===== config.mk =====
export PLATFORM = sky130hd
export DESIGN_NAME = score_display
export DESIGN_NICKNAME = d
export VERILOG_FILES = /design/src/rtl/score_display_pkg.sv /design/src/rtl/score_display_bcd7seg.sv /design/src/rtl/score_display.sv
export SDC_FILE = /design/constraint.sdc
export NUM_CORES = 1
export LEC_CHECK = 0
export ABC_AREA = 1
export CAP_MARGIN = 25
export CORE_MARGIN = 2
export CORE_UTILIZATION = 60
export DETAILED_ROUTE_END_ITERATION = 10
export DONT_BUFFER_PORTS = 1
export PLACE_DENSITY = 0.78
export SLEW_MARGIN = 30
export SYNTH_ARGS = -nofsm -noshare
export SYNTH_HDL_FRONTEND = slang
export SYNTH_SLANG_ARGS = --single-unit

===== constraint.sdc =====
create_clock -name Clk -period 4.2 [get_ports Clk]
set_clock_uncertainty 0.2 [all_clocks]
set_input_delay 0.42 -clock Clk [delete_from_list [all_inputs] [get_ports Clk]]
set_output_delay 0.42 -clock Clk [all_outputs]
set_load 0.05 [all_outputs]

===== src/rtl/score_display_pkg.sv =====
// Shared types, segment constants and elaboration-time helpers for score_display.
package score_display_pkg;

    typedef enum logic [1:0] {
        IDLE,
        CONV,
        FMT
    } state_t;

    localparam logic [7:0] SEG_BLANK = 8'hFF;
    localparam logic [7:0] SEG_MINUS = 8'hBF;

    // Active-low gfedcba codes for numerals 0..9, dp off.
    localparam logic [7:0] SEG_LUT [10] = '{
        8'hC0, 8'hF9, 8'hA4, 8'hB0, 8'h99,
        8'h92, 8'h82, 8'hF8, 8'h80, 8'h90
    };

    function automatic logic [63:0] pow10(input int unsigned n);
        logic [63:0] p;
        p = 64'd1;
        for (int unsigned i = 0; i < n; i++) begin
            p = p * 64'd10;
        end
        return p;
    endfunction

    // ceil((bw+1)*0.302)+1 nibbles hold any bw+1 bit magnitude with one spare.
    function automatic int unsigned bcd_nibbles(input int unsigned bw);
        return ((bw + 1) * 302 + 999) / 1000 + 1;
    endfunction

endpackage


===== src/rtl/score_display_bcd7seg.sv =====
// Combinational BCD nibble to active-low seven-segment decode.
module bcd7seg
    import score_display_pkg::*;
(
    input  logic [3:0] i_nib,
    output logic [7:0] o_seg
);

    // Non-decimal nibbles never reach a displayed digit; decode them as blank.
    always_comb begin
        o_seg = SEG_BLANK;
        if (i_nib <= 4'd9) begin
            o_seg = SEG_LUT[i_nib];
        end
    end

endmodule


===== src/rtl/score_display.sv =====
// Serial binary-to-decimal converter driving NUM_DIGITS active-low
// seven-segment digits with blanking, sign, overflow dashes and blink.
module score_display
    import score_display_pkg::*;
#(
    parameter int unsigned NUM_DIGITS = 6,
    parameter int unsigned BIN_WIDTH  = 20,
    parameter int unsigned BLINK_DIV  = 12_500_000
) (
    input  logic                      Clk,
    input  logic                      Reset,
    input  logic [BIN_WIDTH-1:0]      value,
    input  logic                      signed_mode,
    input  logic                      load,
    input  logic                      blink_en,
    output logic                      busy,
    output logic                      done,
    output logic                      overflow,
    output logic [NUM_DIGITS*8-1:0]   seg
);

    localparam int unsigned NBCD   = bcd_nibbles(BIN_WIDTH);
    localparam int unsigned NSTORE = (NBCD > NUM_DIGITS) ? NBCD : NUM_DIGITS;
    localparam int unsigned BCD_W  = 4 * NSTORE;
    localparam int unsigned SEG_W  = 8 * NUM_DIGITS;
    localparam int unsigned BITC_W = $clog2(BIN_WIDTH + 1);
    localparam int unsigned CNT_W  = (BLINK_DIV > 1) ? $clog2(BLINK_DIV) : 1;

    localparam logic [63:0]        LIM_POS   = pow10(NUM_DIGITS);
    localparam logic [63:0]        LIM_NEG   = pow10(NUM_DIGITS - 1);
    localparam logic [SEG_W-1:0]   ALL_BLANK = {NUM_DIGITS{SEG_BLANK}};
    localparam logic [SEG_W-1:0]   ALL_MINUS = {NUM_DIGITS{SEG_MINUS}};

    state_t              r_state;
    logic                r_busy;
    logic                r_done;
    logic                r_ovf_out;
    logic [SEG_W-1:0]    r_seg;
    logic [SEG_W-1:0]    r_image;
    logic [SEG_W-1:0]    r_fmt_img;
    logic                r_fmt_ovf;
    logic                r_pub;
    logic [BCD_W-1:0]    r_bcd;
    logic [BIN_WIDTH-1:0] r_mag;
    logic [BITC_W-1:0]   r_bit;
    logic                r_neg;
    logic                r_ovf;
    logic [CNT_W-1:0]    r_blink_cnt;
    logic                r_phase_on;

    logic                w_neg;
    logic [BIN_WIDTH:0]  w_mag;
    logic                w_ovf;
    logic [BCD_W-1:0]    w_adj;
    logic [3:0]          w_nib [NUM_DIGITS];
    logic [7:0]          w_dec [NUM_DIGITS];
    logic [3:0]          w_msd;
    logic [SEG_W-1:0]    w_img;
    logic [SEG_W-1:0]    w_next_img;

    assign busy     = r_busy;
    assign done     = r_done;
    assign overflow = r_ovf_out;
    assign seg      = r_seg;

    // Operand capture: magnitude is one bit wider so the most-negative value negates cleanly.
    always_comb begin
        w_neg = signed_mode & value[BIN_WIDTH-1];
        w_mag = {1'b0, value};
        if (w_neg) begin
            w_mag = ~{value[BIN_WIDTH-1], value} + {{BIN_WIDTH{1'b0}}, 1'b1};
        end
        w_ovf = w_neg ? (64'(w_mag) >= LIM_NEG) : (64'(w_mag) >= LIM_POS);
    end

    // Double-dabble correction: add 3 to every nibble that is 5 or more.
    always_comb begin
        w_adj = r_bcd;
        for (int unsigned i = 0; i < NSTORE; i++) begin
            if (r_bcd[4*i +: 4] >= 4'd5) begin
                w_adj[4*i +: 4] = r_bcd[4*i +: 4] + 4'd3;
            end
        end
    end

    // Locate the most significant non-zero displayed nibble (digit 0 if all zero).
    always_comb begin
        w_msd = '0;
        for (int unsigned i = 0; i < NUM_DIGITS; i++) begin
            w_nib[i] = r_bcd[4*i +: 4];
            if (r_bcd[4*i +: 4] != 4'd0) begin
                w_msd = 4'(i);
            end
        end
    end

    for (genvar g = 0; g < NUM_DIGITS; g++) begin : g_dec
        bcd7seg u_dec (
            .i_nib (w_nib[g]),
            .o_seg (w_dec[g])
        );
    end

    // Build the display image: numerals up to the MSD, minus just left of it, blanks above.
    always_comb begin
        w_img = ALL_BLANK;
        for (int unsigned i = 0; i < NUM_DIGITS; i++) begin
            if (r_ovf) begin
                w_img[8*i +: 8] = SEG_MINUS;
            end else if (4'(i) <= w_msd) begin
                w_img[8*i +: 8] = w_dec[i];
            end else if (r_neg && (4'(i) == w_msd + 4'd1)) begin
                w_img[8*i +: 8] = SEG_MINUS;
            end
        end
    end

    // The image shown next cycle: a freshly formatted one on publish, else the stored one.
    always_comb begin
        w_next_img = r_pub ? r_fmt_img : r_image;
    end

    // Free-running blink half-period counter.
    always_ff @(posedge Clk) begin
        if (Reset) begin
            r_blink_cnt <= '0;
            r_phase_on  <= 1'b1;
        end else if (r_blink_cnt == CNT_W'(BLINK_DIV - 1)) begin
            r_blink_cnt <= '0;
            r_phase_on  <= ~r_phase_on;
        end else begin
            r_blink_cnt <= r_blink_cnt + 1'b1;
        end
    end

    // Control FSM plus registered outputs; publishing happens one edge after FMT.
    always_ff @(posedge Clk) begin
        if (Reset) begin
            r_state   <= IDLE;
            r_busy    <= 1'b0;
            r_done    <= 1'b0;
            r_ovf_out <= 1'b0;
            r_seg     <= ALL_BLANK;
            r_image   <= ALL_BLANK;
            r_fmt_img <= ALL_BLANK;
            r_fmt_ovf <= 1'b0;
            r_pub     <= 1'b0;
            r_bcd     <= '0;
            r_mag     <= '0;
            r_bit     <= '0;
            r_neg     <= 1'b0;
            r_ovf     <= 1'b0;
        end else begin
            r_done <= 1'b0;
            r_seg  <= (blink_en && !r_phase_on) ? ALL_BLANK : w_next_img;

            case (r_state)
                IDLE: begin
                    if (load && !r_busy) begin
                        // Magnitude never exceeds 2^BIN_WIDTH-1, so its top bit is dropped here.
                        r_mag   <= w_mag[BIN_WIDTH-1:0];
                        r_neg   <= w_neg;
                        r_ovf   <= w_ovf;
                        r_bcd   <= '0;
                        r_bit   <= '0;
                        r_busy  <= 1'b1;
                        r_state <= CONV;
                    end
                end
                CONV: begin
                    r_bcd <= (w_adj << 1) | BCD_W'(r_mag[BIN_WIDTH-1]);
                    r_mag <= r_mag << 1;
                    r_bit <= r_bit + 1'b1;
                    if (r_bit == BITC_W'(BIN_WIDTH - 1)) begin
                        r_state <= FMT;
                    end
                end
                FMT: begin
                    r_fmt_img <= w_img;
                    r_fmt_ovf <= r_ovf;
                    r_pub     <= 1'b1;
                    r_state   <= IDLE;
                end
                default: r_state <= IDLE;
            endcase

            if (r_pub) begin
                r_pub     <= 1'b0;
                r_image   <= r_fmt_img;
                r_ovf_out <= r_fmt_ovf;
                r_done    <= 1'b1;
                r_busy    <= 1'b0;
            end
        end
    end

endmodule

==> flow_metrics.tcl, run 1 <==
set metrics [dict create \
    dieArea_um2 17100 \
    core_um2 15800 \
    cts.path.max_buffers 3 \
    dr.pass1.iters 5 \
    syn-num-nets 1323 \
    cts_tree "yes" \
    p_switching_mw 1.01 \
    syn_inst 1267 \
    synthTopCellsByCount "nand2_1 (342), dfxtp_1 (221), inv_1 (111)" \
    worst_setup_path_start_kind "flop" \
    synth_area_leaders "dfxtp_1 (46%), nand2_1 (13%), a21oi_1 (4.4%)" \
    critical_path_class "reg2reg" \
    cp_max_fo 30 \
    grt_pass1_wl_um 33900 \
    viasPerCell 5.41 \
    fin_tns_setup_ns 0 \
    total_leakage_power_nw 4.20 \
    ys_ff_latch 221 \
    die_w_um 131 \
    die_y_um 131 \
    final_cell_area_um2 10700 \
    syn-cell-area_um2 9660 \
    nNetsFinal 1312 \
    drive_gt1_share_pct 7.86 \
    outcome "completed" \
    rr_worst_depth 9 \
    antennaDiodeCount 0 \
    wl_per_cell_um 13.5 \
    maxCapViolCount 0 \
    end_kind "flop" \
    maxSlewHeadroom_pct 43.6 \
    power_density_nw_per_um2 419 \
    async_flop_share_pct 0 \
    setup_violations 0 \
    slew_violations 0 \
    port_buffers 0 \
    fin_crit_sh_pct 70.1 \
    clkTransAtPathRegs_ns 0.06 \
    swShare_pct 22.5 \
    rows 46 \
    syn_area_per_cell_um2 7.62 \
    yosysWarningCount 0 \
    post_dp_cell_area_um2 9810 \
    root_buffer "clkbuf_16" \
    finalHoldViolCount 0 \
    num_io_pins 76 \
    globalRouteOverflowTotal 0 \
    first_global_vias 7376 \
    routed_wl_um 20100 \
    peakVddDrop_v 0.000324 \
    crit_arrival_ns 3.18 \
    hp-class "in2reg" \
    htree_levels 1 \
    power_mw 4.49 \
    max_freq_mhz 340 \
    drt-initial-drc-count 521 \
    seq_power_share_pct 47.8 \
    antenna_left 0 \
    seq_area_frac_synth_pct 45.8 \
    clkPwrFrac_pct 46.8 \
    rsz0062_at_grt "false" \
    cts_buffers 23 \
    synth_cell_types 48 \
    insertion_delay_ns 0.50 \
    areaGrowthSynthToFinish_pct 10.8 \
    critPathRequiredTime_ns 4.43 \
    antenna_found_initial 0 \
    p_int_mw 3.48 \
    grt_max_degree 82 \
    gp_congestion 0.907 \
    hold_path_depth 4 \
    cts.sinks 221 \
    synth_edf_count 0 \
    finalCriticalPeriod_ns 2.95 \
    worst_pin_slew_ns 0.845 \
    grt.total_usage_pct 23.9 \
    ys.flop_type "dfxtp_1" \
    power.share.combinational_pct 5.5 \
    synth_area_leader_cell "dfxtp_1" \
    yosysTopAreaCellShare_pct 45.8 \
    vias 8051 \
    final_util_pct 67.6 \
    drc 0 \
    start_util_pct 61.0 \
    synth.most_common_cell "nand2_1" \
    dp_hpwl_um 13700 \
]
[critical path, cell delays in order, from the launching register on]
cell	delay, ns
dfxtp_1	0.64
inv_1	0.11
nand4_1	0.39
inv_1	0.31
nor2_2	0.34
buf_4	0.40
inv_2	0.16
o22ai_1	0.18
nand2_1	0.07
o21ai_0	0.07
[metrics by stage]
step,worst slack (ns),cells,hold slack [ns]
2_1_floorplan,1.97,1267,0.200
3_3_place_gp,1.34,1439,0.207
3_5_place_dp,1.28,1440,0.213
4_1_cts,1.28,1488,0.00774
5_1_grt,0.899,1488,0.0528
6_report,1.25,1488,0.0195
[cell families (layout without fill, tap and decap cells)]
family | count (synthesis) | in the layout | synth area share, %
buffers and inverters | 182 | 187 | 7.23
adder cells (fa/ha/maj) | 31 | 31 | 4.02
AND/OR/NAND/NOR | 549 | 549 | 24.0
XOR/XNOR | 9 | 9 | 0.816
flip-flops | 221 | 221 | 45.8
AO/OA/AOI/OAI | 233 | 233 | 13.8
multiplexers | 42 | 42 | 4.35
[final cells by class]
class | count | area (um2)
clock buffer | 29 | 648
fill | 1302 | 5120
timing repair buffer | 13 | 153
inverter | 133 | 499
sequential | 221 | 4430
clock inverter | 12 | 153
tap | 216 | 270
multi-input combinational | 864 | 4550
[worst paths after layout]
path                               endpoint  slack (ns)   startpoint
worst max-delay path              r_mag[15]        1.25         busy
worst min-delay path              r_mag[16]        0.02    value[16]
worst max register to register    r_mag[15]        1.25         busy
worst min register to register  r_image[47]        0.23  r_image[47]
[power by group through the flow]
stage	Sequential [mW]	Combinational [mW]	Clock [mW]
3_3_place_gp	2.19	0.221	0
2_1_floorplan	2.19	0.181	0
6_report	2.14	0.246	2.10
4_1_cts	2.14	0.245	2.13
5_1_grt	2.15	0.278	2.22
3_5_place_dp	2.19	0.228	0
[placed cells by master (no fill, tap or decap), drive strengths merged, types with 12 or more instances in the layout]
master and instances:
nand2 346, dfxtp 221, inv 133, nor2 114
a21oi 86, o21ai 64, nand3 50, mux2i 42
ha 31, clkbuf 29, o22ai 28, a31oi 19
nand4 12, nor3 12
[per-layer routing]
metal	GRT usage, %	wire length [um]	part of all wire [%]
met1	33.1	9580	48
met2	39.4	9260	46
met3	3.46	928	4.6
met4	6.38	361	1.8
met5	0	0	0
[repair_timing]
action / in CTS / in global routing
endpoints found under the hold margin: 83 / 0
hold buffers: 7 / 0
resized for setup: 0 / 0
setup buffers: 0 / 0
[flip-flops by register name, summed over array words and instances, names as in the netlist]
name	count
r_state	2
r_blink_cnt	24
r_fmt_img	42
r_pub	1
r_neg	1
r_bcd	24
r_fmt_ovf	1
overflow	1
r_image	48
r_phase_on	1
done	1
r_bit	5
r_ovf	1
busy	1
seg	48
r_mag	20
Power figures use the tool's default switching activity.
==> run 2: changes to the inputs <==
- CORE_UTILIZATION: 60 -> 57
- PLACE_DENSITY: 0.78 -> 0.77
- clock period: 4.2 -> 2.4 ns (I/O delays scaled with it)
==> run 2 against run 1 <==
Net effect:
- non-clock buffer count grew 41
- final cell count is 2.9% higher
- core utilization decreased by 1.2 points
- clock power increased by 60%
- global-route usage hardly changed
- largest cell class unchanged
==> flow_metrics.tcl, run 2 (synthesis gave the netlist of run 1 again) <==
set metrics [dict create \
    outcome "completed" \
    nNetsFinal 1352 \
    slew_violations 0 \
    min_to "r_mag[5]" \
    final_common_cell "nand2_1" \
    max_freq_mhz 444 \
    nFillCells 1380 \
    multiInputGateArea_um2 4580 \
    cts.path.max_buffers 3 \
    worst_pin_slew_ns 0.630 \
    mostFrequentLayoutCells "nand2_1 (340), dfxtp_1 (216), inv_1 (108), nor2_1 (99), a21oi_1 (83)" \
    grt_pass1_wl_um 36500 \
    final_util_pct 66.4 \
    antenna_found_initial 0 \
    first_global_vias 7869 \
    peakVddDrop_v 0.000490 \
    antennaDiodeCount 0 \
    areaGrowthSynthToFinish_pct 14.0 \
    worst_r2r_endpoint "r_fmt_img[30]" \
    finalCriticalPeriod_ns 2.25 \
    cp_max_fo 4 \
    power.share.combinational_pct 6.6 \
    core_um2 16600 \
    globalRouteOverflowTotal 0 \
    wl_per_cell_um 14.1 \
    dieArea_um2 18000 \
    grt.total_usage_pct 23.9 \
    hold_path_depth 6 \
    critPathRequiredTime_ns 2.59 \
    crit_arrival_ns 2.44 \
    hp-class "in2reg" \
    routed_wl_um 21600 \
    clkPwrFrac_pct 44.1 \
    cts_buffers 22 \
    drc 0 \
    rows 47 \
    start_util_pct 58.2 \
    p_int_mw 5.84 \
    end_kind "flop" \
    grt_max_degree 52 \
    hp-start "value[2]" \
    total_leakage_power_nw 4.36 \
    swShare_pct 23.1 \
    dr.pass1.iters 5 \
    die_w_um 134 \
    clkTransAtPathRegs_ns 0.06 \
    root_buffer "clkbuf_16" \
    setup_violations 0 \
    die_y_um 134 \
    port_buffers 0 \
    finalHoldViolCount 0 \
    insertion_delay_ns 0.50 \
    viasPerCell 5.44 \
    rrSetupSlack_ns 0.15 \
    drive_gt1_share_pct 10.1 \
    htree_levels 1 \
    timing.rr.start "r_bcd[21]" \
    power_density_nw_per_um2 690 \
    maxSlewHeadroom_pct 57.6 \
    cts_tree "yes" \
    dp_hpwl_um 14600 \
    num_io_pins 76 \
    seq_power_share_pct 49.2 \
    drt-initial-drc-count 573 \
    critical_path_class "reg2reg" \
    vias 8334 \
    power_mw 7.60 \
    antenna_left 0 \
    regArea_um2 4430 \
    fin_crit_sh_pct 93.8 \
    rr_worst_depth 12 \
    gp_congestion 0.920 \
    cts.sinks 221 \
    maxCapViolCount 0 \
    p_switching_mw 1.76 \
    worst_setup_path_start_kind "flop" \
]
[run 2: final cells by class]
cell class / count / area share [%]
Multi-Input combinational cell: 864 / 41.6
Sequential cell: 221 / 40.2
Clock buffer: 30 / 5.73
Timing Repair Buffer: 54 / 4.65
Inverter: 133 / 4.53
Tap cell: 220 / 2.50
Clock inverter: 9 / 0.807
[run 2: how the worst max path moves through the flow]
stage                                to  slack [ns]  cells after the start       from
after global routing      r_fmt_img[14]      -0.009                     12   r_bcd[8]
after global placement    r_fmt_img[30]        0.19                     12  r_bcd[21]
final                     r_fmt_img[30]        0.15                     12  r_bcd[21]
after CTS                 r_fmt_img[30]        0.05                     11   r_bcd[5]
after floorplan           r_fmt_img[30]        0.17                     12  r_bcd[20]
after detailed placement  r_fmt_img[30]        0.07                     12  r_bcd[21]
[run 2: layer usage]
layer | share of wire (%) | track usage (%) | vias to the layer above
li1 | - | - | 4221
met1 | 45 | 32.1 | 3840
met2 | 47 | 40.7 | 236
met3 | 5.6 | 3.40 | 37
met4 | 1.7 | 5.73 | 0
met5 | 0 | 0 | -
[run 2: stage by stage]
step | setup TNS [ns] | setup slack (ns) | cell area (um2) | instances | hold slack [ns]
2_1_floorplan | 0 | 0.174 | 9660 | 1267 | 0.124
5_1_grt | -0.00910 | -0.00910 | 11000 | 1531 | 0.0566
3_3_place_gp | 0 | 0.186 | 9980 | 1465 | 0.126
4_1_cts | 0 | 0.0506 | 11000 | 1529 | 0.00253
3_5_place_dp | 0 | 0.0669 | 9980 | 1465 | 0.128
6_report | 0 | 0.148 | 11000 | 1531 | 0.0155
[run 2: worst max-delay path, cell delays in order (launching register included)]
cell	delay, ns
dfxtp_1	0.34
inv_1	0.08
ha_1	0.17
nand2_1	0.11
nor2_2	0.12
inv_2	0.06
nor2_2	0.11
nand3_1	0.12
ha_1	0.32
inv_1	0.09
nand3_1	0.09
o311ai_2	0.26
nand2_1	0.08
[run 2: what timing repair did]
action	4_1_cts	5_1_grt
hold endpoints to repair	117	0
setup endpoints to repair	0	8
gates resized for setup	0	14
hold buffers	25	0
setup buffers	0	3
[run 2: power by group through the flow]
stage	clock network, mW	logic, mW	registers (mW)
global placement	0	0.431	3.82
finish	3.36	0.506	3.74
global route	3.59	0.566	3.75
CTS	3.41	0.495	3.74
floorplan	0	0.316	3.82
detailed placement	0	0.438	3.82
